`config.mk`:
```
export PLATFORM = sky130hd
export DESIGN_NAME = alu_arbiter
export DESIGN_NICKNAME = d
export VERILOG_FILES = /design/src/rtl/alu_arbiter.sv
export SDC_FILE = /design/constraint.sdc
export NUM_CORES = 1
export LEC_CHECK = 0
export BUFFER_PORTS_ARGS = -buffer_cell sky130_fd_sc_hd__buf_2
export CAP_MARGIN = 15
export CORE_AREA = 2 2 169 171
export DETAILED_ROUTE_END_ITERATION = 8
export DIE_AREA = 0 0 171 173
export PLACE_DENSITY = 0.5
export SLEW_MARGIN = 10
export SYNTH_ARGS = -nofsm -noshare
export SYNTH_HDL_FRONTEND = slang
export SYNTH_SLANG_ARGS = --single-unit
```
`constraint.sdc`:
```
create_clock -name CLK -period 2.7 [get_ports CLK]
set_input_delay 0.135 -clock CLK [delete_from_list [all_inputs] [get_ports CLK]]
set_output_delay 0.135 -clock CLK [all_outputs]
set_load 0.01 [all_outputs]
```
`src/rtl/alu_arbiter.sv`:
```
// Round-robin arbiter that shares one combinational ALU among NUM_REQ requesters.
// Latency: grant at request edge, DONE one cycle after the next edge; one operation per 3 cycles.
module alu_arbiter #(
  parameter int NUM_REQ    = 4,
  parameter int DATA_WIDTH = 32,
  parameter int OPRN_WIDTH = 6
) (
  input  logic                           CLK,
  input  logic                           RST,
  input  logic [NUM_REQ-1:0]             REQ,
  input  logic [NUM_REQ*DATA_WIDTH-1:0]  OP1_IN,
  input  logic [NUM_REQ*DATA_WIDTH-1:0]  OP2_IN,
  input  logic [NUM_REQ*OPRN_WIDTH-1:0]  OPRN_IN,
  output logic [NUM_REQ-1:0]             GNT,
  output logic [NUM_REQ-1:0]             DONE,
  output logic [DATA_WIDTH-1:0]          RESULT,
  output logic                           ZERO_OUT,
  output logic                           ERR,
  output logic                           BUSY,
  output logic [DATA_WIDTH-1:0]          ALU_OP1,
  output logic [DATA_WIDTH-1:0]          ALU_OP2,
  output logic [OPRN_WIDTH-1:0]          ALU_OPRN,
  input  logic [DATA_WIDTH-1:0]          ALU_OUT,
  input  logic                           ALU_ZERO
);

  localparam int PTR_W = (NUM_REQ > 1) ? $clog2(NUM_REQ) : 1;

  typedef enum logic [1:0] {IDLE, EXEC, RESP} state_t;

  state_t                  state_q, state_d;
  logic [PTR_W-1:0]        ptr_q, ptr_d;
  logic [NUM_REQ-1:0]      gnt_q, gnt_d;
  logic [NUM_REQ-1:0]      done_q, done_d;
  logic [DATA_WIDTH-1:0]   result_q, result_d;
  logic                    zero_q, zero_d;
  logic                    err_q, err_d;
  logic                    bad_op_q, bad_op_d;
  logic                    busy_q, busy_d;
  logic [DATA_WIDTH-1:0]   op1_q, op1_d;
  logic [DATA_WIDTH-1:0]   op2_q, op2_d;
  logic [OPRN_WIDTH-1:0]   oprn_q, oprn_d;

  logic                    found;
  logic [PTR_W-1:0]        win;
  logic [OPRN_WIDTH-1:0]   win_opc;
  int                      idx;

  // Rotating scan starting at the priority pointer; first set request wins.
  always_comb begin
    found = 1'b0;
    win   = '0;
    idx   = 0;
    for (int i = 0; i < NUM_REQ; i++) begin
      idx = int'(ptr_q) + i;
      if (idx >= NUM_REQ) idx = idx - NUM_REQ;
      if (!found && REQ[idx]) begin
        found = 1'b1;
        win   = PTR_W'(idx);
      end
    end
    win_opc = OPRN_IN[win*OPRN_WIDTH +: OPRN_WIDTH];
  end

  always_comb begin
    state_d  = state_q;
    ptr_d    = ptr_q;
    gnt_d    = gnt_q;
    done_d   = done_q;
    result_d = result_q;
    zero_d   = zero_q;
    err_d    = err_q;
    bad_op_d = bad_op_q;
    op1_d    = op1_q;
    op2_d    = op2_q;
    oprn_d   = oprn_q;
    case (state_q)
      IDLE: begin
        if (found) begin
          gnt_d      = '0;
          gnt_d[win] = 1'b1;
          op1_d      = OP1_IN[win*DATA_WIDTH +: DATA_WIDTH];
          op2_d      = OP2_IN[win*DATA_WIDTH +: DATA_WIDTH];
          // Only opcodes 1..9 are defined; anything else is sent to the ALU as 0.
          bad_op_d   = (win_opc == '0) || (win_opc > OPRN_WIDTH'(9));
          oprn_d     = bad_op_d ? '0 : win_opc;
          ptr_d      = (int'(win) == NUM_REQ - 1) ? '0 : win + 1'b1;
          state_d    = EXEC;
        end
      end
      EXEC: begin
        result_d = bad_op_q ? '0 : ALU_OUT;
        zero_d   = bad_op_q ? 1'b0 : ALU_ZERO;
        err_d    = bad_op_q;
        done_d   = gnt_q;
        state_d  = RESP;
      end
      RESP: begin
        done_d  = '0;
        gnt_d   = '0;
        err_d   = 1'b0;
        state_d = IDLE;
      end
      default: state_d = IDLE;
    endcase
    busy_d = (state_d != IDLE);
  end

  always_ff @(posedge CLK or negedge RST) begin
    if (!RST) begin
      state_q  <= IDLE;
      ptr_q    <= '0;
      gnt_q    <= '0;
      done_q   <= '0;
      result_q <= '0;
      zero_q   <= 1'b0;
      err_q    <= 1'b0;
      bad_op_q <= 1'b0;
      busy_q   <= 1'b0;
      op1_q    <= '0;
      op2_q    <= '0;
      oprn_q   <= '0;
    end else begin
      state_q  <= state_d;
      ptr_q    <= ptr_d;
      gnt_q    <= gnt_d;
      done_q   <= done_d;
      result_q <= result_d;
      zero_q   <= zero_d;
      err_q    <= err_d;
      bad_op_q <= bad_op_d;
      busy_q   <= busy_d;
      op1_q    <= op1_d;
      op2_q    <= op2_d;
      oprn_q   <= oprn_d;
    end
  end

  assign GNT      = gnt_q;
  assign DONE     = done_q;
  assign RESULT   = result_q;
  assign ZERO_OUT = zero_q;
  assign ERR      = err_q;
  assign BUSY     = busy_q;
  assign ALU_OP1  = op1_q;
  assign ALU_OP2  = op2_q;
  assign ALU_OPRN = oprn_q;

endmodule

```
==> out/metrics.json <==
{
  "placement": {
    "pre_cts_ws_ns": 0.350,
    "routabilityCongestion": 0.872,
    "dp.cells": 1718,
    "io_buffer_count": 431,
    "detailedPlacementHpwl_mm": 20.7
  },
  "power": {
    "sequentialPowerShare_pct": 28.5,
    "power_switching_share_pct": 43.2,
    "power.density_cell_area_nw_per_um2": 1030,
    "share_clk_of_total_power_pct": 22.5,
    "vdd.ir_drop.worst_mv": 0.445,
    "static-leakage-power_nw": 5.49,
    "cell_internal_pwr_w": 0.00600,
    "power.share.combinational_pct": 49.1,
    "net-switching-power_w": 0.00455,
    "power.total_w": 0.0105
  },
  "timing": {
    "rsz0062_at_grt": "false",
    "final.setup.tns_ns": 0,
    "setup_ws_ns": 0.362,
    "timing_hold_violations_final": 0,
    "finClkSkew_ns": 0.0123,
    "whs_ns": 0.0185,
    "final-setup-viol-count": 0,
    "final_critical_path_time_including_i_o_delays_and_setup_ns": 2.34,
    "timing_max_transition_violations_final": 0,
    "achievable-frequency_ghz": 0.428,
    "period_share_pct": 86.6,
    "remaining_max_slew_budget_at_the_tightest_pin_pct": 42.7,
    "worst_pin_slew_ns": 0.859
  },
  "yosys": {
    "synth.net_count": 1290,
    "synth_enable_flop_cells": 0,
    "synth_most_common_cell": "sky130_fd_sc_hd__nand2_1",
    "synth.area.top_cells": "sky130_fd_sc_hd__dfrtp_1, sky130_fd_sc_hd__nand2_1, sky130_fd_sc_hd__o21ai_0, sky130_fd_sc_hd__nand3_1, sky130_fd_sc_hd__nand3b_1",
    "async_reset_ff_share_pct": 100,
    "yosysTopAreaCellShare_pct": 43.1,
    "ys_warn_count": 0,
    "yosysUniqueCellTypes": 36,
    "ys_seq_area_share_pct": 43.1,
    "synth_instances": 964,
    "post_synth_instance_area_sq_um": 6850,
    "synth.avg_cell_area_sq_um": 7.11,
    "yosys.area.top_type": "sky130_fd_sc_hd__dfrtp_1",
    "yosys_reg_bits": 118,
    "synth_flop_cell": "sky130_fd_sc_hd__dfrtp_1",
    "synth.top_cells.by_count": "sky130_fd_sc_hd__nand2_1, sky130_fd_sc_hd__o21ai_0, sky130_fd_sc_hd__dfrtp_1, sky130_fd_sc_hd__nand3_1, sky130_fd_sc_hd__clkbuf_1"
  },
  "clocking": {
    "ctsLongestPathBuffers": 2,
    "tritoncts": "built",
    "clock_tree_sinks": 118,
    "tritoncts.num_buffers": 17,
    "cts_setup_buffers": 0,
    "maximum_level_of_the_cts_h_tree": 4,
    "clk_pin_slew_worst_paths_ns": 0.06,
    "clk_latency_ns": 0.41,
    "cts.root.buffer_cell": "sky130_fd_sc_hd__clkbuf_16"
  },
  "route": {
    "drt_wl_total_mm": 27.3,
    "drt.antenna.violating_nets": 0,
    "via_per_inst": 4.35,
    "drc": 0,
    "num_vias": 7760,
    "first_pass_iters": 5,
    "drtIter0Drc": 424,
    "post_drt_wl_per_cell_um": 15.3
  },
  "worst_hold_path": {
    "class_of_the_tightest_hold_or_removal_check": "input pin to register"
  },
  "global_route": {
    "antenna_found_initial": 7,
    "via_count_of_the_first_global_routing_pass": 7796,
    "grt_start_max_net_pins": 114,
    "grt_first_pass_wirelength_mm": 42.6,
    "grtUsageTotal_pct": 18.4,
    "grt-ovfl-total": 0
  },
  "finish": {
    "layoutNonFillerInstCount": 1782,
    "post_route_cells_drive_above_1_share_pct": 34.3,
    "register_area_sq_um": 2950,
    "design.final.nets": 1714,
    "multi_input_comb_area_sq_um": 3460,
    "area_growth_pct": 50.1,
    "fill_cells": 3027
  },
  "setup_path": {
    "timing.critical_path.fanout_max": 23,
    "critical_path.endpoint_type": "register",
    "critical_path_required_ns": 3.02,
    "cp_data_arrival_time_ns": 2.66,
    "crit_type": "register to register",
    "crit_path_start_kind": "register"
  },
  "floorplanning": {
    "area_of_the_die_sq_um": 29600,
    "placeableCoreArea_sq_um": 27600,
    "die_h_um": 173,
    "fp.dieW_um": 171,
    "boundaryPins": 432,
    "initial_utilization_pct": 24.8,
    "placement_rows": 61
  },
  "outcome": {
    "run_status": "finished clean"
  },
  "run": {
    "timing.max_cap.violations": 0
  }
}
==> final timing paths <==
kind	start	to	slack [ns]	depth (start not counted)
worst max-delay path	ptr_q[1]$_DFFE_PN0P_	ALU_OPRN[2]$_DFFE_PN0P_	0.36	8
worst min-delay path	ALU_OUT[26]	RESULT[26]$_DFFE_PN0P_	0.02	3
worst max register to register	ptr_q[1]$_DFFE_PN0P_	ALU_OPRN[2]$_DFFE_PN0P_	0.36	8
worst min register to register	ALU_OPRN[1]$_DFFE_PN0P_	ALU_OPRN[1]$_DFFE_PN0P_	0.47	2
max in group asynchronous	RST	ALU_OP2[8]$_DFFE_PN0P_	1.67	3
min in group asynchronous	RST	ALU_OP2[4]$_DFFE_PN0P_	0.26	2
==> routing by layer <==
layer | wire, um | vias up | part of all wire (%) | GRT usage, %
met1 | 11300 | 3458 | 41 | 21.6
met4 | 487 | 6 | 1.8 | 6.14
met3 | 2460 | 34 | 9.0 | 6.71
li1 | - | 3992 | - | -
met5 | 40 | - | 0.15 | 0
met2 | 13100 | 270 | 48 | 30.9
==> layout make-up <==
class                      count  area share (%)
sequential                   118            28.7
multi-input combinational    733            33.6
antenna                        3          0.0730
timing repair buffer         474            25.5
tap                          378            4.60
clock buffer                  24            4.68
clock inverter                 8            1.18
inverter                      44            1.63
==> power by group through the flow <==
stage,Combinational (W),Sequential (W),Clock (W)
6_report,0.00518,0.00301,0.00237
5_1_grt,0.00591,0.00313,0.00251
4_1_cts,0.00528,0.00302,0.00243
3_5_place_dp,0.00527,0.00303,0
3_3_place_gp,0.00522,0.00301,0
2_1_floorplan,0.00281,0.00334,0
==> worst max-delay path, cell delays in order, from the launching register on <==
cell and delay (ns):
sky130_fd_sc_hd__dfrtp_1 0.43, sky130_fd_sc_hd__nand2_1 0.09, sky130_fd_sc_hd__a221o_1 0.38, sky130_fd_sc_hd__and2_4 0.27, sky130_fd_sc_hd__inv_4 0.13, sky130_fd_sc_hd__mux2i_1 0.10, sky130_fd_sc_hd__mux2_2 0.31, sky130_fd_sc_hd__or3_1 0.34
sky130_fd_sc_hd__o31ai_1 0.20
==> state kept, by name (all words and copies together), names as in the netlist <==
register,cells
BUSY,1
ERR,1
DONE,4
ptr_q,2
ZERO_OUT,1
bad_op_q,1
GNT,4
RESULT,32
state_q,2
ALU_OP1,32
ALU_OP2,32
ALU_OPRN,6
==> cell usage in the layout (no fill, tap or decap), drive strengths merged, types with 4 or more instances in the layout <==
cell         count
a21oi            4
clkbuf          24
buf            445
nand3b          39
nor2            10
a21boi           4
a211oi           4
nand3           64
ha               7
dfrtp          118
mux2i            8
inv             44
clkinv           4
dlygate4sd3     29
nand2          396
and2             4
o21ai          170
==> kinds of logic after synthesis <==
kind of cell / after synthesis / share of synthesized area, %
AOI/OAI and AO/OA: 193 / 14.8
adders and majority gates: 7 / 1.28
buffers and inverters: 113 / 6.59
DFF: 118 / 43.1
muxes: 11 / 1.66
and+or+nand+nor: 522 / 32.6
==> timing repair <==
action	4_1_cts	5_1_grt
hold endpoints to repair	84	0
gates resized for setup	0	0
hold buffers	29	0
==> metrics by stage <==
step / instance area (sq um) / util (%)
5_1_grt: 10300 / 37.2
3_5_place_dp: 9380 / 34.0
3_3_place_gp: 9380 / 34.0
2_1_floorplan: 6850 / -
4_1_cts: 10300 / 37.2
6_report: 10300 / 37.2
Note: power is estimated with default switching activity, not from simulation.
